[src/rtl/fetch_stage_pkg.sv]
// Shared fetch/decode definitions: FSM state encoding and default bus widths.
// Pure declarations, no logic.
package fetch_stage_pkg;
    localparam int PC_W_DEF    = 16;
    localparam int INSTR_W_DEF = 32;

    localparam logic [1:0] FETCH = 2'd0;
    localparam logic [1:0] HOLD  = 2'd1;
    localparam logic [1:0] DRAIN = 2'd2;

    typedef enum logic [1:0] {
        S_FETCH = FETCH,
        S_HOLD  = HOLD,
        S_DRAIN = DRAIN
    } state_e;
endpackage

[src/rtl/fetch_stage_if.sv]
// Fetch-stage bus bundle: instruction memory, decode handoff and redirect.
// master = fetch stage; slave = memory/decode/redirect side.
interface fetch_stage_if
    import fetch_stage_pkg::*;
#(
    parameter int PC_W    = PC_W_DEF,
    parameter int INSTR_W = INSTR_W_DEF
) ();
    logic               redirect_valid;
    logic [PC_W-1:0]    redirect_pc;
    logic               mem_rd;
    logic [PC_W-1:0]    mem_addr;
    logic [INSTR_W-1:0] mem_rdata;
    logic               mem_ack;
    logic               if_valid;
    logic [INSTR_W-1:0] if_instr;
    logic [PC_W-1:0]    if_pc;
    logic               id_ready;

    modport master (
        input  redirect_valid, redirect_pc, mem_rdata, mem_ack, id_ready,
        output mem_rd, mem_addr, if_valid, if_instr, if_pc
    );

    modport slave (
        output redirect_valid, redirect_pc, mem_rdata, mem_ack, id_ready,
        input  mem_rd, mem_addr, if_valid, if_instr, if_pc
    );
endinterface

[src/rtl/fetch_stage_pc_register.sv]
// Program counter: redirect load beats increment; wraps modulo 2^PC_W.
// Latency: one cycle; no backpressure.
module pc_register
    import fetch_stage_pkg::*;
#(
    parameter int              PC_W     = PC_W_DEF,
    parameter logic [PC_W-1:0] RESET_PC = '0
) (
    input  logic            clk,
    input  logic            rst_n,
    input  logic            load,
    input  logic [PC_W-1:0] load_pc,
    input  logic            inc,
    output logic [PC_W-1:0] pc
);
    logic [PC_W-1:0] pc_q;
    logic [PC_W-1:0] pc_d;

    always_comb begin
        pc_d = pc_q;
        if (load) begin
            pc_d = load_pc;
        end else if (inc) begin
            pc_d = pc_q + PC_W'(1);
        end
    end

    always_ff @(posedge clk or negedge rst_n) begin
        if (!rst_n) begin
            pc_q <= RESET_PC;
        end else begin
            pc_q <= pc_d;
        end
    end

    assign pc = pc_q;
endmodule

[src/rtl/fetch_stage.sv]
// Instruction fetch: one outstanding read, registered IF/ID output, redirect drains stale reads.
// Latency: ack+1 cycles per instruction; holds output while decode stalls (id_ready=0).
module fetch_stage
    import fetch_stage_pkg::*;
#(
    parameter int              PC_W     = PC_W_DEF,
    parameter int              INSTR_W  = INSTR_W_DEF,
    parameter logic [PC_W-1:0] RESET_PC = '0
) (
    input  logic          clk,
    input  logic          rst_n,
    fetch_stage_if.master bus
);
    state_e             state_q, state_d;
    logic               if_valid_q, if_valid_d;
    logic [INSTR_W-1:0] if_instr_q, if_instr_d;
    logic [PC_W-1:0]    if_pc_q, if_pc_d;
    logic [PC_W-1:0]    drain_addr_q, drain_addr_d;
    logic [PC_W-1:0]    pc;
    logic               pc_inc;

    pc_register #(
        .PC_W     (PC_W),
        .RESET_PC (RESET_PC)
    ) u_pc (
        .clk     (clk),
        .rst_n   (rst_n),
        .load    (bus.redirect_valid),
        .load_pc (bus.redirect_pc),
        .inc     (pc_inc),
        .pc      (pc)
    );

    always_comb begin
        state_d      = state_q;
        if_valid_d   = if_valid_q;
        if_instr_d   = if_instr_q;
        if_pc_d      = if_pc_q;
        drain_addr_d = drain_addr_q;
        pc_inc       = 1'b0;
        case (state_q)
            S_FETCH: begin
                if (bus.redirect_valid) begin
                    if_valid_d = 1'b0;
                    // Request still in flight: remember its address so mem_addr stays stable.
                    if (!bus.mem_ack) begin
                        state_d      = S_DRAIN;
                        drain_addr_d = pc;
                    end
                end else if (bus.mem_ack) begin
                    if_instr_d = bus.mem_rdata;
                    if_pc_d    = pc;
                    if_valid_d = 1'b1;
                    pc_inc     = 1'b1;
                    state_d    = S_HOLD;
                end
            end
            S_HOLD: begin
                if (bus.redirect_valid || bus.id_ready) begin
                    if_valid_d = 1'b0;
                    state_d    = S_FETCH;
                end
            end
            S_DRAIN: begin
                if (bus.redirect_valid) begin
                    if_valid_d = 1'b0;
                end
                if (bus.mem_ack) begin
                    state_d = S_FETCH;
                end
            end
            default: begin
                state_d    = S_FETCH;
                if_valid_d = 1'b0;
            end
        endcase
    end

    always_ff @(posedge clk or negedge rst_n) begin
        if (!rst_n) begin
            state_q      <= S_FETCH;
            if_valid_q   <= 1'b0;
            if_instr_q   <= '0;
            if_pc_q      <= '0;
            drain_addr_q <= '0;
        end else begin
            state_q      <= state_d;
            if_valid_q   <= if_valid_d;
            if_instr_q   <= if_instr_d;
            if_pc_q      <= if_pc_d;
            drain_addr_q <= drain_addr_d;
        end
    end

    // Reset gates the request combinationally so it drops the instant rst_n falls.
    assign bus.mem_rd   = rst_n && (state_q != S_HOLD);
    assign bus.mem_addr = (state_q == S_DRAIN) ? drain_addr_q : pc;
    assign bus.if_valid = if_valid_q;
    assign bus.if_instr = if_instr_q;
    assign bus.if_pc    = if_pc_q;
endmodule

[src/flat_wrapper.sv]
// flat-port wrapper written by rule: the top's interface ports become plain ports
module fetch_stage_flat import fetch_stage_pkg::*;
#(
    parameter int              PC_W     = PC_W_DEF,
    parameter int              INSTR_W  = INSTR_W_DEF,
    parameter logic [PC_W-1:0] RESET_PC = '0
)
  (clk, rst_n, bus_redirect_valid, bus_redirect_pc, bus_mem_rdata, bus_mem_ack, bus_id_ready, bus_mem_rd, bus_mem_addr, bus_if_valid, bus_if_instr, bus_if_pc);
  fetch_stage_if #(.PC_W(PC_W), .INSTR_W(INSTR_W)) bus_i ();
  input  logic clk;
  input  logic rst_n;
  input wire logic [$bits(bus_i.redirect_valid)-1:0] bus_redirect_valid;
  input wire logic [$bits(bus_i.redirect_pc)-1:0] bus_redirect_pc;
  input wire logic [$bits(bus_i.mem_rdata)-1:0] bus_mem_rdata;
  input wire logic [$bits(bus_i.mem_ack)-1:0] bus_mem_ack;
  input wire logic [$bits(bus_i.id_ready)-1:0] bus_id_ready;
  output wire logic [$bits(bus_i.mem_rd)-1:0] bus_mem_rd;
  output wire logic [$bits(bus_i.mem_addr)-1:0] bus_mem_addr;
  output wire logic [$bits(bus_i.if_valid)-1:0] bus_if_valid;
  output wire logic [$bits(bus_i.if_instr)-1:0] bus_if_instr;
  output wire logic [$bits(bus_i.if_pc)-1:0] bus_if_pc;
  assign bus_i.redirect_valid = bus_redirect_valid;
  assign bus_i.redirect_pc = bus_redirect_pc;
  assign bus_i.mem_rdata = bus_mem_rdata;
  assign bus_i.mem_ack = bus_mem_ack;
  assign bus_i.id_ready = bus_id_ready;
  assign bus_mem_rd = bus_i.mem_rd;
  assign bus_mem_addr = bus_i.mem_addr;
  assign bus_if_valid = bus_i.if_valid;
  assign bus_if_instr = bus_i.if_instr;
  assign bus_if_pc = bus_i.if_pc;
  fetch_stage #(.PC_W(PC_W), .INSTR_W(INSTR_W), .RESET_PC(RESET_PC)) u_core (.clk(clk), .rst_n(rst_n), .bus(bus_i));
endmodule
[config.mk]
export PLATFORM = sky130hd
export DESIGN_NAME = fetch_stage_flat
export DESIGN_NICKNAME = d
export VERILOG_FILES = /design/src/rtl/fetch_stage_pkg.sv /design/src/rtl/fetch_stage_if.sv /design/src/rtl/fetch_stage_pc_register.sv /design/src/rtl/fetch_stage.sv /design/src/flat_wrapper.sv
export SDC_FILE = /design/constraint.sdc
export NUM_CORES = 1
export LEC_CHECK = 0
export CORE_MARGIN = 2
export CORE_UTILIZATION = 50
export DETAILED_ROUTE_END_ITERATION = 8
export GPL_TIMING_DRIVEN = 0
export PLACE_DENSITY_LB_ADDON = 0.12
export SLEW_MARGIN = 20
export SYNTH_ARGS = -nofsm -noshare
export SYNTH_HDL_FRONTEND = slang
export SYNTH_SLANG_ARGS = --single-unit
[constraint.sdc]
create_clock -name clk -period 5.35 [get_ports clk]
set_input_delay 0.535 -clock clk [delete_from_list [all_inputs] [get_ports clk]]
set_output_delay 0.535 -clock clk [all_outputs]
set_load 0.02 [all_outputs]
==> flow_metrics.py <==
metrics = {
    "power": {
        "ir_worst_vdd_mv": 0.257,
        "power_leakage_nw": 2.10,
        "finalPower_mw": 2.04,
        "powerDensity_nw_per_um2": 395,
    },
    "global_route": {
        "grt_max_degree": 50,
        "grt_pass1_vias": 2811,
        "grt_pass1_wl_mm": 14.2,
        "grtUsageTotal": 0.224,
        "antenna_found_initial": 0,
        "overflow": 0,
    },
    "floorplanning": {
        "rows": 31,
        "io_pins": 119,
        "die_h_um": 89.8,
        "initial_core_util": 0.512,
        "die_area_um2": 8060,
        "die_w_um": 89.8,
        "core-area_um2": 7180,
    },
    "synthesis": {
        "synth_nets": 332,
        "synth_area_um2": 3680,
        "synth_edf_count": 0,
        "synth-warning-count": 0,
        "synth.most_common_cell": "dfrtp_1",
        "syn_area_per_cell_um2": 13.2,
        "synth-main-ff-cell": "dfrtp_1",
        "async_flop_share": 1.00,
        "ys_types": 38,
        "synthTopCellsByCount": "dfrtp_1 (83), mux2_2 (80), nand2_1 (17)",
        "ys_seq_elements": 83,
        "seq_area_frac_synth": 0.565,
        "syn_inst": 278,
        "yosys.area.top_type": "dfrtp_1",
        "synth_top_area_share": 0.565,
        "netlist_top_cells_area": "dfrtp_1 (56%), mux2_2 (24%), xnor2_1 (1.9%)",
    },
    "timing": {
        "fin_crit_ns": 3.16,
        "max_slew_margin": 0.376,
        "rsz0062_at_grt": "false",
        "finalHoldViolCount": 0,
        "period_share": 0.590,
        "slew_violations": 0,
        "setup_viol": 0,
        "tns_ns": 0,
        "finClkSkew_ns": 0.00675,
        "worst_pin_slew_ns": 0.933,
        "max_freq_mhz": 317,
        "worst_slack_ns": 2.19,
    },
    "placement": {
        "pre_cts_ws_ns": 2.54,
        "place_congestion": 0.754,
        "io_buffers": 118,
        "placed_cell_area_um2": 5010,
        "dp_hpwl_mm": 6.16,
    },
    "drt": {
        "dr.pass1.iters": 4,
        "drt-total-wl_mm": 8.41,
        "first_iter_violations": 122,
        "postRouteAntennaNets": 0,
        "route.met2.wl_mm": 4.24,
        "drc": 0,
        "avgViaCountPerCell": 5.18,
        "met1_length_mm": 3.60,
        "wl_met3_um": 463,
        "dr.max_layer_used": "met4",
        "routedWlPerCell_um": 16.5,
        "route.vias.total": 2644,
    },
    "layout": {
        "num-nets-final": 462,
        "antenna_cells": 0,
        "post-route-util": 0.720,
        "syn_to_final_growth_pct": 40.5,
        "finalInstanceArea_um2": 5170,
        "ff_latch_area_um2": 2080,
        "nFillCells": 552,
        "drive_above_1_share": 0.263,
        "multi_input_area_um2": 1470,
    },
    "cts": {
        "root_buffer": "clkbuf_8",
        "cts_buffer_depth": 2,
        "clk_pin_slew_worst_paths_ns": 0.08,
        "cts_resized": 0,
        "cts_setup_buffers": 0,
        "cts.sinks": 83,
        "clk_latency_ns": 0.34,
        "cts_buffers": 9,
        "htree_levels": 3,
        "cts_tree": "built",
        "cts_hold_buf": 0,
    },
    "critical_path": {
        "r2r_slack_ns": 3.18,
        "worstReg2RegStart": "u_core.state_q[0]",
        "cp-start-kind": "flop",
        "cp-startpoint": "u_core.state_q[0]",
        "crit_required_ns": 4.82,
        "r2r_end": "u_core.drain_addr_q[10]",
        "arrival_ns": 2.62,
        "path_max_fanout": 10,
        "critPathCaptureType": "output port",
        "crit_type": "flop to output port",
        "reg2reg_depth": 4,
    },
    "min_path": {
        "hold_class": "input pin to asynchronous set/reset pin",
    },
    "outcome": {
        "status": "finished clean",
    },
    "job": {
        "drv_cap": 0,
    },
}
flip-flops by register name, indices dropped and copies added, names as in the netlist:
| register | count |
|---|---|
| u_core.u_pc.pc | 16 |
| u_core.state_q | 2 |
| u_core.bus.if_pc | 16 |
| u_core.drain_addr_q | 16 |
| u_core.bus.if_instr | 32 |
| u_core.bus.if_valid | 1 |
routing by layer:
| metal | track usage | up-vias |
|---|---|---|
| li1 | - | 1245 |
| met1 | 0.283 | 1306 |
| met2 | 0.380 | 82 |
| met3 | 0.0654 | 11 |
| met4 | 0.0603 | 0 |
| met5 | 0 | - |
critical path: stages (launching register included):
cell             delay (ns)
dfrtp_1                0.32
buf_2                  0.18
nand2b_1               0.12
clkbuf_1               0.36
buf_2                  0.37
mux2_2                 0.37
clkdlybuf4s50_1        0.56
kinds of logic after synthesis:
group / share of synthesized area
multiplexers: 0.253
flip-flops: 0.565
AND/OR/NAND/NOR: 0.0806
buffers and inverters: 0.0347
AO/OA/AOI/OAI: 0.0344
XOR/XNOR: 0.0286
adder cells (fa/ha/maj): 0.00340
worst max path at each step:
stage                  endpoint  depth (start not counted)  slack, ns
2_1_floorplan  bus_mem_addr[10]                          5       3.32
3_3_place_gp         bus_mem_rd                          3       0.06
3_5_place_dp    bus_mem_addr[5]                          6       2.54
4_1_cts         bus_mem_addr[3]                          6       2.15
5_1_grt         bus_mem_addr[8]                          6       2.07
6_report        bus_mem_addr[3]                          6       2.19
area by class of cell:
cell class | count | share of cell area
timing repair buffer | 119 | 0.233
clock inverter | 2 | 0.00266
sequential | 83 | 0.402
inverter | 7 | 0.00509
multi-input combinational | 170 | 0.285
tap | 99 | 0.0240
clock buffer | 12 | 0.0281
buffer | 18 | 0.0196
through the flow:
| stage | hold WS (ns) | std cells |
|---|---|---|
| 2_1_floorplan | 0.239 | 278 |
| 3_3_place_gp | 0.485 | 495 |
| 3_5_place_dp | 0.495 | 496 |
| 4_1_cts | 0.163 | 510 |
| 5_1_grt | 0.169 | 510 |
| 6_report | 0.149 | 510 |
cell usage in the layout, fill, tap and decap left out, types with 3 or more instances in the layout:
master	synthesis	routed
nand4_1	8	8
mux2_2	80	80
clkdlybuf4s50_1	0	117
nor4_1	3	3
nor3_1	6	6
xor2_1	4	4
clkbuf_8	0	10
nand2_1	17	17
nand3_1	4	4
buf_2	5	5
clkbuf_1	8	10
dfrtp_1	83	83
inv_1	7	7
nor2_1	4	4
o21ai_0	12	12
xnor2_1	8	8
buf_6	3	3
where the power goes:
| part | internal [mW] | switching [mW] |
|---|---|---|
| clock network | 0.177 | 0.211 |
| registers | 0.788 | 0.0951 |
| logic | 0.422 | 0.347 |
| total | 1.39 | 0.653 |
Power figures use the tool's default switching activity.
